<file path="src/rtl/tmds_symbol_decoder.sv">
// -----------------------------------------------------------------------------
// tmds_symbol_decoder
//
// Recovers 10-bit TMDS symbol alignment from an unaligned deserialized word
// stream, then decodes each aligned symbol into a pixel byte or control pair.
//
// Alignment works by bit-slipping: a 20-bit window {in_raw, previous in_raw}
// is tapped at out_offset. While searching, the offset advances after c_dwell
// cycles without a control token. c_lock_tokens consecutive tokens at one
// offset declare lock. Lock is dropped (and the offset advanced) after c_dwell
// cycles without a token.
//
// Parameters
//   c_dwell        token-free cycles before the offset advances / lock drops
//   c_lock_tokens  consecutive tokens needed to declare lock
//
// Ports
//   clk_pixel      in   1   pixel clock, one 10-bit word per cycle
//   reset          in   1   asynchronous active-high reset
//   in_raw         in  10   unaligned TMDS bits, bit 0 earliest
//   out_data       out  8   decoded pixel byte
//   out_c          out  2   control bits {c1,c0} ({vsync,hsync} on blue)
//   out_de         out  1   1 while out_data carries video
//   out_locked     out  1   symbol alignment achieved
//   out_offset     out  4   current bit-slip offset, 0..9
//   out_err_count  out 16   lock-loss event counter
//
// Optional feature
//   TMDS_SYMBOL_DECODER_ERRCNT_EN  when defined, out_err_count counts
//   LOCKED-to-SEARCH transitions (saturating); otherwise it is tied to 0.
// -----------------------------------------------------------------------------
module tmds_symbol_decoder #(
  parameter int c_dwell       = 2048,
  parameter int c_lock_tokens = 8
) (
  input  logic        clk_pixel,
  input  logic        reset,
  input  logic [9:0]  in_raw,
  output logic [7:0]  out_data,
  output logic [1:0]  out_c,
  output logic        out_de,
  output logic        out_locked,
  output logic [3:0]  out_offset,
  output logic [15:0] out_err_count
);

  localparam int                DCNT_W      = $clog2(c_dwell) + 1;
  localparam logic [DCNT_W-1:0] DWELL_LAST  = DCNT_W'(c_dwell - 1);
  localparam logic [7:0]        LOCK_TOKENS = 8'(c_lock_tokens);

  typedef enum logic [1:0] {
    ST_SEARCH,
    ST_VERIFY,
    ST_LOCKED
  } state_t;

  state_t            r_state, w_state_nxt;
  logic [DCNT_W-1:0] r_dcnt, w_dcnt_nxt;
  logic [7:0]        r_tcnt, w_tcnt_nxt;
  logic [3:0]        r_offset, w_offset_nxt;
  logic [9:0]        r_prev_raw;

  logic [18:0]       w_window;
  logic [9:0]        w_sym;
  logic              w_is_token;
  logic [1:0]        w_token_c;

  logic [7:0]        r_data;
  logic [1:0]        r_c;
  logic              r_de;
  logic              r_locked;

  // Transition-minimised decode: undo the optional inversion, then undo the
  // XOR/XNOR chain. Bit 0 of the chain is passed through unchanged.
  function automatic logic [7:0] tmds_decode(input logic [9:0] s);
    logic [7:0] d;
    logic [7:0] x;
    d = s[9] ? ~s[7:0] : s[7:0];
    x = d ^ {d[6:0], 1'b0};
    return s[8] ? x : {~x[7:1], x[0]};
  endfunction

  function automatic logic [3:0] offset_inc(input logic [3:0] o);
    return (o == 4'd9) ? 4'd0 : o + 4'd1;
  endfunction

  // Bit 19 of the full window is never reachable (max offset 9 taps [18:9]).
  assign w_window = {in_raw[8:0], r_prev_raw};

  always_comb begin
    w_sym = w_window[9:0];
    case (r_offset)
      4'd1:    w_sym = w_window[10:1];
      4'd2:    w_sym = w_window[11:2];
      4'd3:    w_sym = w_window[12:3];
      4'd4:    w_sym = w_window[13:4];
      4'd5:    w_sym = w_window[14:5];
      4'd6:    w_sym = w_window[15:6];
      4'd7:    w_sym = w_window[16:7];
      4'd8:    w_sym = w_window[17:8];
      4'd9:    w_sym = w_window[18:9];
      default: w_sym = w_window[9:0];
    endcase
  end

  always_comb begin
    w_is_token = 1'b1;
    w_token_c  = 2'b00;
    case (w_sym)
      10'h354: w_token_c = 2'b00;
      10'h0AB: w_token_c = 2'b01;
      10'h154: w_token_c = 2'b10;
      10'h2AB: w_token_c = 2'b11;
      default: w_is_token = 1'b0;
    endcase
  end

  // Alignment FSM: next state and counters
  always_comb begin
    w_state_nxt  = r_state;
    w_dcnt_nxt   = r_dcnt;
    w_tcnt_nxt   = r_tcnt;
    w_offset_nxt = r_offset;
    case (r_state)
      ST_SEARCH: begin
        if (w_is_token) begin
          w_state_nxt = ST_VERIFY;
          w_tcnt_nxt  = 8'd1;
        end else if (r_dcnt == DWELL_LAST) begin
          w_offset_nxt = offset_inc(r_offset);
          w_dcnt_nxt   = '0;
        end else begin
          w_dcnt_nxt = r_dcnt + 1'b1;
        end
      end
      ST_VERIFY: begin
        if (w_is_token) begin
          w_tcnt_nxt = r_tcnt + 8'd1;
          if (r_tcnt + 8'd1 == LOCK_TOKENS) begin
            w_state_nxt = ST_LOCKED;
            w_dcnt_nxt  = '0;
          end
        end else begin
          // A data symbol breaks the run; retry the same offset from scratch.
          w_state_nxt = ST_SEARCH;
          w_dcnt_nxt  = '0;
        end
      end
      ST_LOCKED: begin
        if (w_is_token) begin
          w_dcnt_nxt = '0;
        end else if (r_dcnt == DWELL_LAST) begin
          w_state_nxt  = ST_SEARCH;
          w_offset_nxt = offset_inc(r_offset);
          w_dcnt_nxt   = '0;
        end else begin
          w_dcnt_nxt = r_dcnt + 1'b1;
        end
      end
      default: begin
        w_state_nxt = ST_SEARCH;
        w_dcnt_nxt  = '0;
      end
    endcase
  end

  // Stage 0: FSM state, counters, offset and previous word
  always_ff @(posedge clk_pixel or posedge reset) begin
    if (reset) begin
      r_state    <= ST_SEARCH;
      r_dcnt     <= '0;
      r_tcnt     <= '0;
      r_offset   <= '0;
      r_prev_raw <= '0;
    end else begin
      r_state    <= w_state_nxt;
      r_dcnt     <= w_dcnt_nxt;
      r_tcnt     <= w_tcnt_nxt;
      r_offset   <= w_offset_nxt;
      r_prev_raw <= in_raw;
    end
  end

  // Stage 1: registered outputs for the symbol formed this cycle
  always_ff @(posedge clk_pixel or posedge reset) begin
    if (reset) begin
      r_data   <= '0;
      r_c      <= '0;
      r_de     <= 1'b0;
      r_locked <= 1'b0;
    end else begin
      r_locked <= (r_state == ST_LOCKED);
      if (r_state == ST_LOCKED) begin
        if (w_is_token) begin
          r_de   <= 1'b0;
          r_c    <= w_token_c;
          r_data <= '0;
        end else begin
          // out_c keeps the last control value through active video.
          r_de   <= 1'b1;
          r_data <= tmds_decode(w_sym);
        end
      end else begin
        r_de   <= 1'b0;
        r_c    <= '0;
        r_data <= '0;
      end
    end
  end

`ifdef TMDS_SYMBOL_DECODER_ERRCNT_EN
  logic [15:0] r_err_count;
  logic        w_loss;

  function automatic logic [15:0] sat_inc16(input logic [15:0] v);
    return (v == 16'hFFFF) ? v : v + 16'd1;
  endfunction

  assign w_loss = (r_state == ST_LOCKED) && !w_is_token && (r_dcnt == DWELL_LAST);

  always_ff @(posedge clk_pixel or posedge reset) begin
    if (reset) begin
      r_err_count <= '0;
    end else if (w_loss) begin
      r_err_count <= sat_inc16(r_err_count);
    end
  end

  assign out_err_count = r_err_count;
`else
  assign out_err_count = 16'd0;
`endif

  assign out_data   = r_data;
  assign out_c      = r_c;
  assign out_de     = r_de;
  assign out_locked = r_locked;
  assign out_offset = r_offset;

endmodule

</file>
<file path="config.mk">
export PLATFORM = sky130hd
export DESIGN_NAME = tmds_symbol_decoder
export DESIGN_NICKNAME = d
export VERILOG_FILES = /design/src/rtl/tmds_symbol_decoder.sv
export SDC_FILE = /design/constraint.sdc
export NUM_CORES = 1
export LEC_CHECK = 0
export ABC_AREA = 1
export CAP_MARGIN = 25
export CORE_MARGIN = 4
export CORE_UTILIZATION = 29
export DETAILED_ROUTE_END_ITERATION = 10
export PLACE_DENSITY = 0.5
export SYNTH_ARGS = -nofsm -noshare
export SYNTH_HDL_FRONTEND = slang
export SYNTH_SLANG_ARGS = --single-unit
</file>
<file path="constraint.sdc">
create_clock -name clk_pixel -period 5.79 [get_ports clk_pixel]
set_input_delay 0.579 -clock clk_pixel [delete_from_list [all_inputs] [get_ports clk_pixel]]
set_output_delay 0.579 -clock clk_pixel [all_outputs]
set_load 0.03 [all_outputs]
</file>
Yosys cells after proc, flatten, opt, wreduce, memory -nomap -nowiden
Index checks and enable logic that the tools add are counted.
- bits in registers: 48
- input port bits: 12
- $add $sub $neg: 3
- equal/unequal tests: 24
- multiplexer cells: 27
- bitwise gates (word level): 4
- reduce and logical (&&, ||, !) cells: 8
- operators by type and width (cell ; number):
    case mux 10 bit (9 select lines) ; 1
    two-way mux 12 bit ; 5
    two-way mux 8 bit ; 6
    case mux 12 bit (3 select lines) ; 1
    == test 10 bit (second input constant) ; 2
    == test 4 x 3 -> 1 bit (second input constant) ; 4
    case mux 8 bit (2 select lines) ; 1
    two-way mux 2 bit ; 7
    adder 12 x 1 -> 12 bit (second input constant) ; 1
    == test 12 x 11 -> 1 bit (second input constant) ; 1
    != test 2 bit (second input constant) ; 6
    case mux 2 bit (3 select lines) ; 2
    == test 10 x 8 -> 1 bit (second input constant) ; 1
    == test 10 x 9 -> 1 bit (second input constant) ; 1
    adder 8 x 1 -> 8 bit (second input constant) ; 1
    == test 4 x 2 -> 1 bit (second input constant) ; 2
    == test 4 bit (second input constant) ; 2
    == test 8 x 4 -> 1 bit (second input constant) ; 1
    NOT 8 bit ; 1
    XOR 8 bit ; 1
    NOT 7 bit ; 1
    AND reduction 3 bit ; 2
    adder 4 x 1 -> 4 bit (second input constant) ; 1
    == test 4 x 1 -> 1 bit (second input constant) ; 1
    12 further kinds ; 14

Depth between registers and ports, before layout
Gate-level depths: netlist of run 1.
- depth in word-level cells: 9
- gate-level depth with buffers: 18
- mapped depth without buffers: 17

Worst setup path after synthesis of run 1
OpenSTA, ideal clock, no wires.
- kind: register to register
- start: reg r_offset[2] (netlist: out_offset[2])
- end: reg r_dcnt[0]
- data arrival time: 2507 ps
- required time: 5673 ps
- setup slack: 3166 ps
- stages on the path, launching flop included: 17
- buffers on the path: 2
- period minus slack after synthesis: 2624 ps
- cells stage by stage: dfrtp_1 inv_2 nand2_2 o21ai_1 buf_4 inv_1 or2_2 nand2_1 ha_1 nand4_1 inv_1 nand3_2 nand2_4 nand3_4 buf_6 nand2_1 nand2_1
- longest elaborated chain between the ends: 7
- elaborated cells between the ends (all ways): 22
- classes of those cells: 15 x eq/ne; 5 x mux; 2 x reduce/logical
- ends and longest elaborated chain (what ; line ; source):
    from (decl) ; 60 ; logic [3:0] r_offset, w_offset_nxt;
    from (signal assigned) ; 179 ; r_offset <= w_offset_nxt;
    == test 4 bit (tied with other cells) ; 92 ; case (r_offset)
    case mux 10 bit (9 select lines) (*) ; 92 ;
    == test 10 bit (tied with other cells) ; 109 ; case (w_sym)
    OR reduction 4 bit (no source line) (*) ; -- ;
    two-way mux 1 bit (*) ; 109 ;
    two-way mux 12 bit (tied with other cells) ; 150 ; if (w_is_token) begin
    case mux 12 bit (3 select lines) or AND reduction 2 bit (tied branches) ; -- ;
    to (signal assigned) ; 177 ; r_dcnt <= w_dcnt_nxt;
    to (decl) ; 58 ; logic [DCNT_W-1:0] r_dcnt, w_dcnt_nxt;
Every way passes the cells marked *; elsewhere a longest branch is shown, timed or not.
A chain may end at the register's enable or synchronous reset.

Final worst setup path of run 1
- start: reg r_offset[3] (netlist: out_offset[3])
- end: reg r_tcnt[2]
- longest elaborated chain between the ends: 7
- elaborated cells between the ends (all ways): 19
- classes of those cells: 15 x eq/ne; 2 x mux; 2 x reduce/logical
- ends and longest elaborated chain (what ; line ; source):
    == test 4 bit (tied with other cells) ; 92 ;
    case mux 10 bit (9 select lines) (*) ; 92 ;
    == test 10 bit (tied with other cells) ; 109 ;
    OR reduction 4 bit (no source line) (*) ; -- ;
    two-way mux 1 bit (*) ; 109 ;
    != test 2 bit (no source line) ; -- ;
    AND reduction 3 bit (no source line) (*) ; -- ;
    to (signal assigned) ; 178 ; r_tcnt <= w_tcnt_nxt;
    to (decl) ; 59 ; logic [7:0] r_tcnt, w_tcnt_nxt;
Marks and branches as above.

==> implementation parameters, run 1 <==
Parameter                              Value

Route
  Router iterations before antenna repair    4
  WL final    9837 um
  Drt wl/cell    13.42 um
  Post-route antenna net violation count    0
  DRC violation count after routing    0
  Initial DRC Count    229
  Via density    4.606
  Total number of vias    3376

Yosys
  Multiplexer share of the synthesized area    0
  Synthesized area per cell    approximately 6.7 sq um
  Xor and xnor fraction of the mapped netlist area    0.05101
  Async S/R FF share, synth    1.000
  Cell taking the most area after synthesis    sky130_fd_sc_hd__dfrtp_1
  Dominant register cell in the synthesized netlist    sky130_fd_sc_hd__dfrtp_1
  Synthesized-area fraction occupied by adder cells    0.03470
  Sequential cell area fraction in the yosys report    0.3331
  Top cells by count, synth    sky130_fd_sc_hd__nand2_1 (186), sky130_fd_sc_hd__nor2_1 (72), sky130_fd_sc_hd__dfrtp_1 (48)
  Number of warnings issued by yosys    0
  Compound-gate portion of the synthesized area    0.06731
  Simple-gate share of the synthesized area    0.4153
  Flop and latch count out of synthesis    48
  Synth Instances    538
  Most frequently used cell type in the post-synthesis netlist    sky130_fd_sc_hd__nand2_1
  Number of enable-type register cells in the synthesized netlist    0
  Share of Yosys cell area claimed by the top area cell type    0.3331
  Top cells by area, synth    sky130_fd_sc_hd__dfrtp_1 (33%), sky130_fd_sc_hd__nand2_1 (19%), sky130_fd_sc_hd__nor2_1 (7.5%)
  Synth Cell Area    around 3600 sq um
  Cell variety after synth    30
  Dominant combinational cell family by area after synthesis    simple AND/OR/NAND/NOR gates

Placement
  PortBufs    27
  Instance area at placement    between 3000 and 4000 sq um
  HPWL Detailed    approximately 7400 um
  Placer's final routability congestion estimate    0.8841

Power
  Comb power frac    0.173
  Int Pwr    649.7 uW
  Worst vdd ir    0.0001363 V
  Sequential share of power    0.434
  P per Cell Area    about 220 nW/um^2
  Switching pwr    roughly 260 uW
  Total power    roughly 910 uW
  Clock share of power    0.393
  Leakage power figure    0.002036 uW
  Switching fraction of total power    0.2882

CTS
  Number of cells upsized or downsized after cts    0
  Number of sinks handled by clock tree synthesis    48
  Root Buffer    sky130_fd_sc_hd__clkbuf_16
  CTS tree    built
  Count of hold-fix buffers inserted at cts    0
  Insertion delay of the later-clocked pin in the worst-skew pair    290 ps
  Maximum level of the CTS H-tree    2
  Total clock buffers created by CTS    5
  Setup fix buffers added after clock tree synthesis    0
  Clock Pin Slew Worst Setup and Hold Paths    approximately 60 ps
  Clock buffer depth    2

Floorplan
  Chip height    119.5 um
  Horiz. Die Dim    119.5 um
  Total core area    12110 sq um
  Starting density of the core    0.2977
  Die area    14280 sq um
  I/O pin count    44
  Number of core rows    40

Critical path
  Launching element type of the critical path    register
  Crit path arrival time    around 3800 ps
  Critical path's slowest cell    sky130_fd_sc_hd__o21ai_1
  Cell breakdown of the critical path    inv_2, nand2_2, o21ai_1, inv_1, or2_2, nand2_1, ha_1, nand4_1, inv_1, nand3_2, nand2_4, nand3_2, o21ai_0
  CP Max Fanout    16
  Top cell family by delay on the critical path    simple AND/OR/NAND/NOR gates
  Critical Path Max Stage Delay    660 ps
  Worst path required time    6000 ps
  Type of element capturing the critical path    register
  Crit Path Category    register to register
  Number of buffer and inverter instances along the worst setup path    3

Global route
  Antenna violations before repair    0
  Global-route wire length before repair    16910 um
  Maximum number of pins on one net before global-route repair    41
  Aggregate global-route resource usage    0.1446
  Vias in the first global route    between 3000 and 4000
  Total congestion overflow after global routing    0

Finish
  Final design utilization    0.3452
  Footprint of the flip-flops and latches    1201 sq um
  Fillers    ~1300
  Number of antenna repair diodes    0
  Ratio of cells with drive above 1 in the final layout    0.06195
  Number of nets in the final layout    586
  Total area of multi-input combinational cells    2110 sq um
  Area growth, synth to finish    15.96%
  Design Area, Final    4182 sq um

STA
  Peak clock frequency supported by timing    ~280 MHz
  Min Tclk post-route    3603 ps
  Worst Max-Slew Pin Slew    860.8 ps
  Final clock skew    between 4 and 5 ps
  Final critical-path share of the clock period    0.6223
  Post-Route Setup TNS    0 ps
  Worst hold slack across all endpoints    484.3 ps
  Final setup fails    0
  RSZ-0062 raised after global routing    false
  Count of endpoints failing hold in the final timing report    0
  Slew margin rel.    0.4240
  Final max-slew violation count    0

Worst hold path
  Hold Crit Class    register to register

Job
  Number of maximum-capacitance constraint violations    0

Run status
  Status    completed
-- cell families (layout without fill, tap and decap cells) --
group / count (synthesis) / count (layout)
AOI/OAI and AO/OA: 46 / 46
and+or+nand+nor: 339 / 339
buffers and inverters: 73 / 85
xor gates and xnor gates: 21 / 21
DFF: 48 / 48
other: 1 / 16
adders and majority gates: 10 / 10
-- stage by stage --
step | setup slack (ps) | instances
after floorplan | 3166 | 553
after global placement | 2325 | 724
after detailed placement | 2227 | 725
after CTS | 2208 | 733
after global routing | 1721 | 733
final | 2187 | 733
-- path summary, 6_finish.rpt --
check                                    from       endpoint  slack (ps)  depth (start not counted)
worst min-delay path                 out_c[1]       out_c[1]         480                          2
worst max-delay path            out_offset[3]      r_tcnt[2]        2190                         13
max in group asynchronous               reset    out_data[2]        4780                          3
min in group asynchronous               reset  r_prev_raw[7]         520                          2
worst max register to register  out_offset[3]      r_tcnt[2]        2190                         13
worst min register to register       out_c[1]       out_c[1]         480                          2
-- state kept, by name (all words and copies together), names as in the netlist --
name,count
r_tcnt,8
out_data,8
out_locked,1
r_state,2
r_prev_raw,10
r_dcnt,12
out_c,2
out_offset,4
out_de,1
-- worst min-delay path, delay by kind of cell (launching register included) --
family	cells	cell delay, ps
flops	1	350
simple gates	2	100
-- placed cells by master, fill, tap and decap left out, types with 16 or more instances in the layout --
| cell | count |
|---|---|
| sky130_fd_sc_hd__conb_1 | 16 |
| sky130_fd_sc_hd__nand4_1 | 32 |
| sky130_fd_sc_hd__inv_1 | 43 |
| sky130_fd_sc_hd__o21ai_0 | 33 |
| sky130_fd_sc_hd__clkdlybuf4s50_1 | 27 |
| sky130_fd_sc_hd__nand3_1 | 26 |
| sky130_fd_sc_hd__nand2_1 | 186 |
| sky130_fd_sc_hd__nor2_1 | 72 |
| sky130_fd_sc_hd__xor2_1 | 16 |
| sky130_fd_sc_hd__dfrtp_1 | 48 |
-- power groups by stage --
stage / logic, uW / registers (uW) / clock network, uW
floorplan: 133 / 394 / 0
detailed placement: 160 / 403 / 0
global placement: 156 / 402 / 0
CTS: 160 / 396 / 371
finish: 158 / 396 / 359
global route: 188 / 401 / 381
-- final cells by class --
cell class	count	area share
clock buffer	7	0.03650
multi-input combinational	432	0.5045
tap	168	0.05027
sequential	48	0.2873
clock inverter	1	0.007181
inverter	48	0.04309
timing repair buffer	29	0.07121
-- per-layer routing --
metal | routed length, um | global-route usage | up-vias
li1 | - | - | 1743
met1 | 4406 | 0.1843 | 1541
met2 | 4720 | 0.2433 | 77
met3 | 463 | 0.02356 | 15
met4 | 246 | 0.06013 | 0
met5 | 0 | 0 | -
Note: power is estimated with default switching activity, not from simulation.
==> run 2: changes to the inputs <==
- PLACE_DENSITY: 0.5 -> 0.52
- clock period: 5.79 -> 3.1 ns (I/O delays scaled with it)
==> run 2 against run 1 <==
  * Clock power rose by 54%
  * Fmax rose by 28%
  * Flip-flop and latch count did not move
  * Utilization rose by 0.32 points
  * Largest cell class unchanged
==> implementation parameters, run 2 (same netlist as run 1, synthesis figures left out) <==
Parameter                              Value

CTS
  CTS tree    built
  Number of cells upsized or downsized after cts    0 (unchanged)
  Setup fix buffers added after clock tree synthesis    0 (unchanged)
  Number of sinks handled by clock tree synthesis    48 (unchanged)
  Clock Pin Slew Worst Setup and Hold Paths    70 ps (about the same)
  Insertion delay of the later-clocked pin in the worst-skew pair    300 ps (about the same)
  Clock buffer depth    2 (unchanged)
  Root Buffer    sky130_fd_sc_hd__clkbuf_16
  Total clock buffers created by CTS    5 (unchanged)
  Count of hold-fix buffers inserted at cts    0 (unchanged)
  Maximum level of the CTS H-tree    2 (unchanged)

Floorplan
  Horiz. Die Dim    119.5 um (unchanged)
  Chip height    119.5 um (unchanged)
  Starting density of the core    0.2977 (unchanged)
  I/O pin count    44 (unchanged)
  Total core area    12110 sq um (unchanged)
  Die area    14280 sq um (unchanged)
  Number of core rows    40 (unchanged)

Critical path
  Crit path launch    out_offset[2]
  Cell seen most often among critical-path stages    sky130_fd_sc_hd__nand2_1
  Number of cells on the worst reg-to-reg path    17 (+4)
  Critical path depth in cells    17 (+4)
  Capturing instance or port of the critical path    r_dcnt[1]
  Worst path required time    3290 ps (-2710 ps)
  Number of buffer and inverter instances along the worst setup path    2 (-1)
  Type of element capturing the critical path    register
  Internal reg-to-reg setup slack    290 ps (-1900 ps)
  Critical Path Max Stage Delay    470 ps (-190 ps)
  Top cell family by delay on the critical path    simple AND/OR/NAND/NOR gates
  Critical path's slowest cell    sky130_fd_sc_hd__dfrtp_2
  Worst reg2reg path startpoint    out_offset[2]
  Crit path arrival time    3000 ps (-810 ps)
  Crit Path Category    register to register
  CP Max Fanout    13 (-3)
  Capturing point of the worst reg2reg path    r_dcnt[1]
  Cell breakdown of the critical path    inv_2, nand2_2, nor2_2, nand2_1, o21ai_0, nor2_1, nand3_1, nand2_1, inv_1, ha_1, nand2_1, nor2_1, nand2_4, nand2_4, nand3_4, nand2_1, nand2_1
  Launching element type of the critical path    register

Global route
  Aggregate global-route resource usage    0.1460 (+0.001410)
  Vias in the first global route    3430 (+2.1%)
  Total congestion overflow after global routing    0 (unchanged)
  Maximum number of pins on one net before global-route repair    32 (-22%)
  Global-route wire length before repair    17180 um (+1.6%)
  Antenna violations before repair    0 (unchanged)

Finish
  Fillers    1320 (-1.8%)
  Commonest cells after routing, fill and taps aside    sky130_fd_sc_hd__nand2_1 (186), sky130_fd_sc_hd__nor2_1 (70), sky130_fd_sc_hd__dfrtp_1 (44)
  Number of nets in the final layout    595 (+1.5%)
  Design Area, Final    4220 sq um (+0.93%)
  Number of antenna repair diodes    0 (unchanged)
  Most common cell after layout, fill and taps aside    sky130_fd_sc_hd__nand2_1
  Top reg by flops    r_dcnt
  Non-filler cells in the finished layout    742 (+1.2%)
  Final design utilization    0.3485 (+0.003202)
  Area growth, synth to finish    17.04%
  Flip-flop count of the largest register, all copies and words added    12 (unchanged)
  Registers with the highest flip-flop counts    r_dcnt (12), r_prev_raw (10)
  Ratio of cells with drive above 1 in the final layout    0.08711 (+0.02516)

STA
  RSZ-0062 raised after global routing    false
  Slew margin rel.    0.3292 (-0.09484)
  Peak clock frequency supported by timing    355.9 MHz (+28%)
  Worst Max-Slew Pin Slew    1003 ps (+141.7 ps)
  Final max-slew violation count    0 (unchanged)
  Final clock skew    9.361 ps (+4.660 ps)
  Count of endpoints failing hold in the final timing report    0 (unchanged)
  Final critical-path share of the clock period    0.9063 (+0.2841)
  Final setup fails    0 (unchanged)
  Post-Route Setup TNS    0 ps (unchanged)
  Min Tclk post-route    2810 ps (-793.4 ps)

Route
  WL final    9964 um (+1.3%)
  Post-route antenna net violation count    0 (unchanged)
  Initial DRC Count    247 (+7.9%)
  Drt wl/cell    13.43 um (about the same)
  Router iterations before antenna repair    5 (+1)
  Total number of vias    3494 (+3.5%)
  DRC violation count after routing    0 (unchanged)
  Via density    4.709 (+2.2%)

Placement
  Instance area at placement    4054 sq um (+1.4%)
  Number of instances in the placed design    734 (+1.2%)
  HPWL Detailed    7472 um (+1.5%)
  Placer's final routability congestion estimate    0.9401 (+6.3%)
  PortBufs    27 (unchanged)

Job
  Number of maximum-capacitance constraint violations    0 (unchanged)

Power
  P per Cell Area    377.4 nW/um^2 (+73%)
  Total power    1593 uW (+74%)
  Leakage power figure    0.002054 uW (+0.85%)
  Worst vdd ir    0.0001913 V (+40%)

Run status
  Status    completed

Worst hold path
  Hold Crit Class    input pin to asynchronous set/reset pin
[run 2: changes by cell type in the layout (fill, tap and decap cells not counted)]
cell	change
sky130_fd_sc_hd__inv_6	+1
sky130_fd_sc_hd__bufinv_16	-1
sky130_fd_sc_hd__clkinvlp_4	+1
sky130_fd_sc_hd__clkinv_2	+1
sky130_fd_sc_hd__nor2_1	-2
sky130_fd_sc_hd__clkbuf_8	-2
sky130_fd_sc_hd__buf_4	+10
sky130_fd_sc_hd__nor2_4	+2
sky130_fd_sc_hd__dfrtp_2	+4
sky130_fd_sc_hd__buf_12	-1
sky130_fd_sc_hd__dfrtp_1	-4
[run 2: where the power goes]
group          switching (uW)  internal, uW  total, uW
combinational             190           109        299
clock                     253           301        553
sequential               61.8           679        741
total                     504          1090       1590
[run 2: worst min path at each step]
stage / slack (ps) / end / cells after the start
5_1_grt: 490 / r_prev_raw[6] / 1
4_1_cts: 480 / r_tcnt[6] / 2
2_1_floorplan: 340 / r_prev_raw[0] / 0
3_5_place_dp: 490 / out_c[1] / 2
6_report: 450 / r_tcnt[5] / 2
3_3_place_gp: 480 / out_c[0] / 2
[run 2: final cells by class]
cell class / instances / area [sq um] / area share
Tap cell: 168 / 210.2 / 0.04981
Inverter: 48 / 180.2 / 0.04269
Clock inverter: 3 / 21.27 / 0.005040
Sequential cell: 48 / 1206 / 0.2858
Multi-Input combinational cell: 432 / 2125 / 0.5034
Timing Repair Buffer: 38 / 352.8 / 0.08360
Clock buffer: 5 / 125.1 / 0.02965
[run 2: routing by layer]
metal | up-vias | GRT usage | wire length, um
li1 | 1767 | - | -
met1 | 1633 | 0.1899 | 4394
met2 | 82 | 0.2504 | 5041
met3 | 12 | 0.01697 | 354
met4 | 0 | 0.05225 | 173
met5 | - | 0 | 0
[run 2: worst reg2reg max path: stages (launching register included)]
cell and delay (ps):
sky130_fd_sc_hd__dfrtp_2 470, sky130_fd_sc_hd__inv_2 150, sky130_fd_sc_hd__nand2_2 110, sky130_fd_sc_hd__nor2_2 380, sky130_fd_sc_hd__nand2_1 90, sky130_fd_sc_hd__o21ai_0 90
sky130_fd_sc_hd__nor2_1 70, sky130_fd_sc_hd__nand3_1 90, sky130_fd_sc_hd__nand2_1 120, sky130_fd_sc_hd__inv_1 120, sky130_fd_sc_hd__ha_1 150, sky130_fd_sc_hd__nand2_1 50
sky130_fd_sc_hd__nor2_1 180, sky130_fd_sc_hd__nand2_4 80, sky130_fd_sc_hd__nand2_4 150, sky130_fd_sc_hd__nand3_4 190, sky130_fd_sc_hd__nand2_1 150, sky130_fd_sc_hd__nand2_1 60
[run 2: metrics by stage]
| step | setup WS (ps) | hold slack, ps |
|---|---|---|
| global placement | 182.9 | 483.1 |
| detailed placement | 226.1 | 486.0 |
| finish | 290.4 | 451.9 |
| floorplan | 475.6 | 341.4 |
| global route | 6.900 | 488.0 |
| CTS | 201.6 | 484.8 |
==> run 3: changes to the inputs <==
- ABC_CLOCK_PERIOD_IN_PS: unset -> 3550
- PLACE_DENSITY: 0.52 -> 0.5
- clock period: 3.1 -> 3.55 ns (I/O delays scaled with it)
==> run 3 against run 2 <==
  * Die area did not move
  * Sequential power decreased by 13%
  * Combinational power decreased by 9.7%
  * Utilization shrank 0.13 points
  * Wire length down 0.92%
  * Fmax is 8.9% lower
  * Final area down 0.39%
  * Largest power group unchanged
  * Highest routed layer unchanged
==> implementation parameters, run 3 (same netlist as run 1, synthesis figures left out) <==
Parameter                              Value

Power
  Leakage power figure    0.002052 uW (about the same)
  Worst vdd ir    0.0001954 V (+2.2%)
  P per Cell Area    347.7 nW/um^2 (-7.9%)

STA
  Min Tclk post-route    3085 ps (+275.2 ps)
  Final setup fails    0 (unchanged)
  Worst Max-Slew Pin Slew    785.8 ps (-216.7 ps)
  Slew margin rel.    0.4742 (+0.1450)
  RSZ-0062 raised after global routing    false
  Final worst setup slack    465.2 ps (+174.8 ps)
  Final critical-path share of the clock period    0.8690 (-0.03737)
  Peak clock frequency supported by timing    324.2 MHz (-8.9%)
  Count of endpoints failing hold in the final timing report    0 (unchanged)
  Final max-slew violation count    0 (unchanged)
  Final clock skew    7.952 ps (-1.409 ps)
  Post-Route Setup TNS    0 ps (unchanged)

Finish
  Non-filler cells in the finished layout    738 (-0.54%)
  Number of nets in the final layout    591 (-0.67%)
  Registers with the highest flip-flop counts    r_dcnt (12), r_prev_raw (10)
  Area growth, synth to finish    16.59%
  Number of antenna repair diodes    0 (unchanged)
  Ratio of cells with drive above 1 in the final layout    0.07018 (-0.01693)
  Commonest cells after routing, fill and taps aside    sky130_fd_sc_hd__nand2_1 (186), sky130_fd_sc_hd__nor2_1 (72), sky130_fd_sc_hd__dfrtp_1 (48)
  Flip-flop count of the largest register, all copies and words added    12 (unchanged)
  Most common cell after layout, fill and taps aside    sky130_fd_sc_hd__nand2_1
  Top reg by flops    r_dcnt

Global route
  Maximum number of pins on one net before global-route repair    42 (+31%)
  Total congestion overflow after global routing    0 (unchanged)
  Global-route wire length before repair    16930 um (-1.4%)
  Aggregate global-route resource usage    0.1429 (-0.003164)
  Vias in the first global route    3445 (+0.44%)
  Antenna violations before repair    0 (unchanged)

Route
  WL final    9872 um (-0.92%)
  Total number of vias    3451 (-1.2%)
  Drt wl/cell    13.38 um (-0.39%)
  Post-route antenna net violation count    0 (unchanged)
  Router iterations before antenna repair    5 (unchanged)
  DRC violation count after routing    0 (unchanged)
  Via density    4.676 (-0.70%)
  Initial DRC Count    290 (+17%)

Floorplan
  Starting density of the core    0.2977 (unchanged)
  Chip height    119.5 um (unchanged)
  Horiz. Die Dim    119.5 um (unchanged)
  Total core area    12110 sq um (unchanged)
  Number of core rows    40 (unchanged)
  Die area    14280 sq um (unchanged)
  I/O pin count    44 (unchanged)

Critical path
  Number of buffer and inverter instances along the worst setup path    2 (unchanged)
  Crit Path Category    register to register
  Launching element type of the critical path    register
  Cell seen most often among critical-path stages    sky130_fd_sc_hd__nand2_1
  CP Max Fanout    16 (+3)
  Type of element capturing the critical path    register
  Worst path required time    3720 ps (+430 ps)
  Internal reg-to-reg setup slack    470 ps (+170 ps)
  Critical Path Max Stage Delay    470 ps (about the same)
  Critical path's slowest cell    sky130_fd_sc_hd__dfrtp_1
  Cell breakdown of the critical path    inv_2, nand2_1, nor2_1, nand2_1, o21ai_0, nor2_1, nand4_1, ha_1, nand4_1, inv_1, nand3_2, nand2_4, nand3_4, nand2_1, nand2_1
  Crit path arrival time    3260 ps (+260 ps)
  Top cell family by delay on the critical path    simple AND/OR/NAND/NOR gates

CTS
  Number of cells upsized or downsized after cts    0 (unchanged)
  Insertion delay of the later-clocked pin in the worst-skew pair    290 ps (about the same)
  Clock Pin Slew Worst Setup and Hold Paths    70 ps (about the same)
  Count of hold-fix buffers inserted at cts    0 (unchanged)
  Clock buffer depth    2 (unchanged)
  Total clock buffers created by CTS    5 (unchanged)
  Maximum level of the CTS H-tree    2 (unchanged)
  CTS tree    built
  Root Buffer    sky130_fd_sc_hd__clkbuf_16
  Setup fix buffers added after clock tree synthesis    0 (unchanged)
  Number of sinks handled by clock tree synthesis    48 (unchanged)

Placement
  HPWL Detailed    7537 um (+0.86%)
  Post-placement worst setup slack    439.8 ps (+213.7 ps)
  Placer's final routability congestion estimate    0.8905 (-5.3%)
  PortBufs    27 (unchanged)
  Number of instances in the placed design    730 (-0.54%)

Worst hold path
  Hold Crit Class    input pin to asynchronous set/reset pin

Run status
  Status    completed

Job
  Number of maximum-capacitance constraint violations    0 (unchanged)
-- run 3: where the power goes --
part	switching [uW]	leakage (uW)	total (uW)	internal (uW)
Combinational	174	0.00135	270	95.8
Sequential	55.3	0.000619	648	593
Clock	213	0.0000798	544	331
Total	442	0.00205	1460	1020
-- run 3: per-stage QoR --
| step | hold WS (ps) | util | cell area (sq um) | power, uW |
|---|---|---|---|---|
| floorplan | 386.4 | - | 3662 | 859.4 |
| global placement | 476.6 | 0.3316 | 4016 | 921.7 |
| detailed placement | 484.8 | 0.3333 | 4036 | 925.6 |
| CTS | 313.1 | 0.3471 | 4204 | 1480 |
| global route | 328.2 | 0.3471 | 4204 | 1558 |
| finish | 304.1 | 0.3471 | 4204 | 1462 |
-- run 3: per-layer routing --
metal	up-vias	routed length, um	track usage
li1	1755	-	-
met1	1579	4571	0.1938
met2	103	4676	0.2345
met3	14	436	0.02121
met4	0	188	0.04581
met5	-	0	0
-- run 3: worst reg2reg max path, stage by stage, from the launching register on --
cell and delay (ps):
sky130_fd_sc_hd__dfrtp_1 470, sky130_fd_sc_hd__inv_2 150, sky130_fd_sc_hd__nand2_1 130, sky130_fd_sc_hd__nor2_1 370, sky130_fd_sc_hd__nand2_1 90, sky130_fd_sc_hd__o21ai_0 100, sky130_fd_sc_hd__nor2_1 90, sky130_fd_sc_hd__nand4_1 140
sky130_fd_sc_hd__ha_1 180, sky130_fd_sc_hd__nand4_1 110, sky130_fd_sc_hd__inv_1 110, sky130_fd_sc_hd__nand3_2 280, sky130_fd_sc_hd__nand2_4 330, sky130_fd_sc_hd__nand3_4 210, sky130_fd_sc_hd__nand2_1 160, sky130_fd_sc_hd__nand2_1 60
-- run 3: worst paths after layout --
| check | start | to | cells past startpoint |
|---|---|---|---|
| max in group asynchronous | reset | out_data[7] | 3 |
| setup / recovery | out_offset[3] | r_dcnt[5] | 15 |
| hold / removal | reset | r_prev_raw[6] | 2 |
| setup reg to reg | out_offset[3] | r_dcnt[5] | 15 |
| hold reg to reg | out_c[0] | out_c[0] | 2 |
| min in group clk_pixel | out_c[0] | out_c[0] | 2 |
-- run 3: final cells by class --
type / instances / area (sq um)
fill: 1318 / 7908
tap: 168 / 210.2
sequential: 48 / 1201
inverter: 48 / 180.2
clock inverter: 3 / 42.54
multi-input combinational: 432 / 2110
clock buffer: 5 / 125.1
timing repair buffer: 34 / 335.3
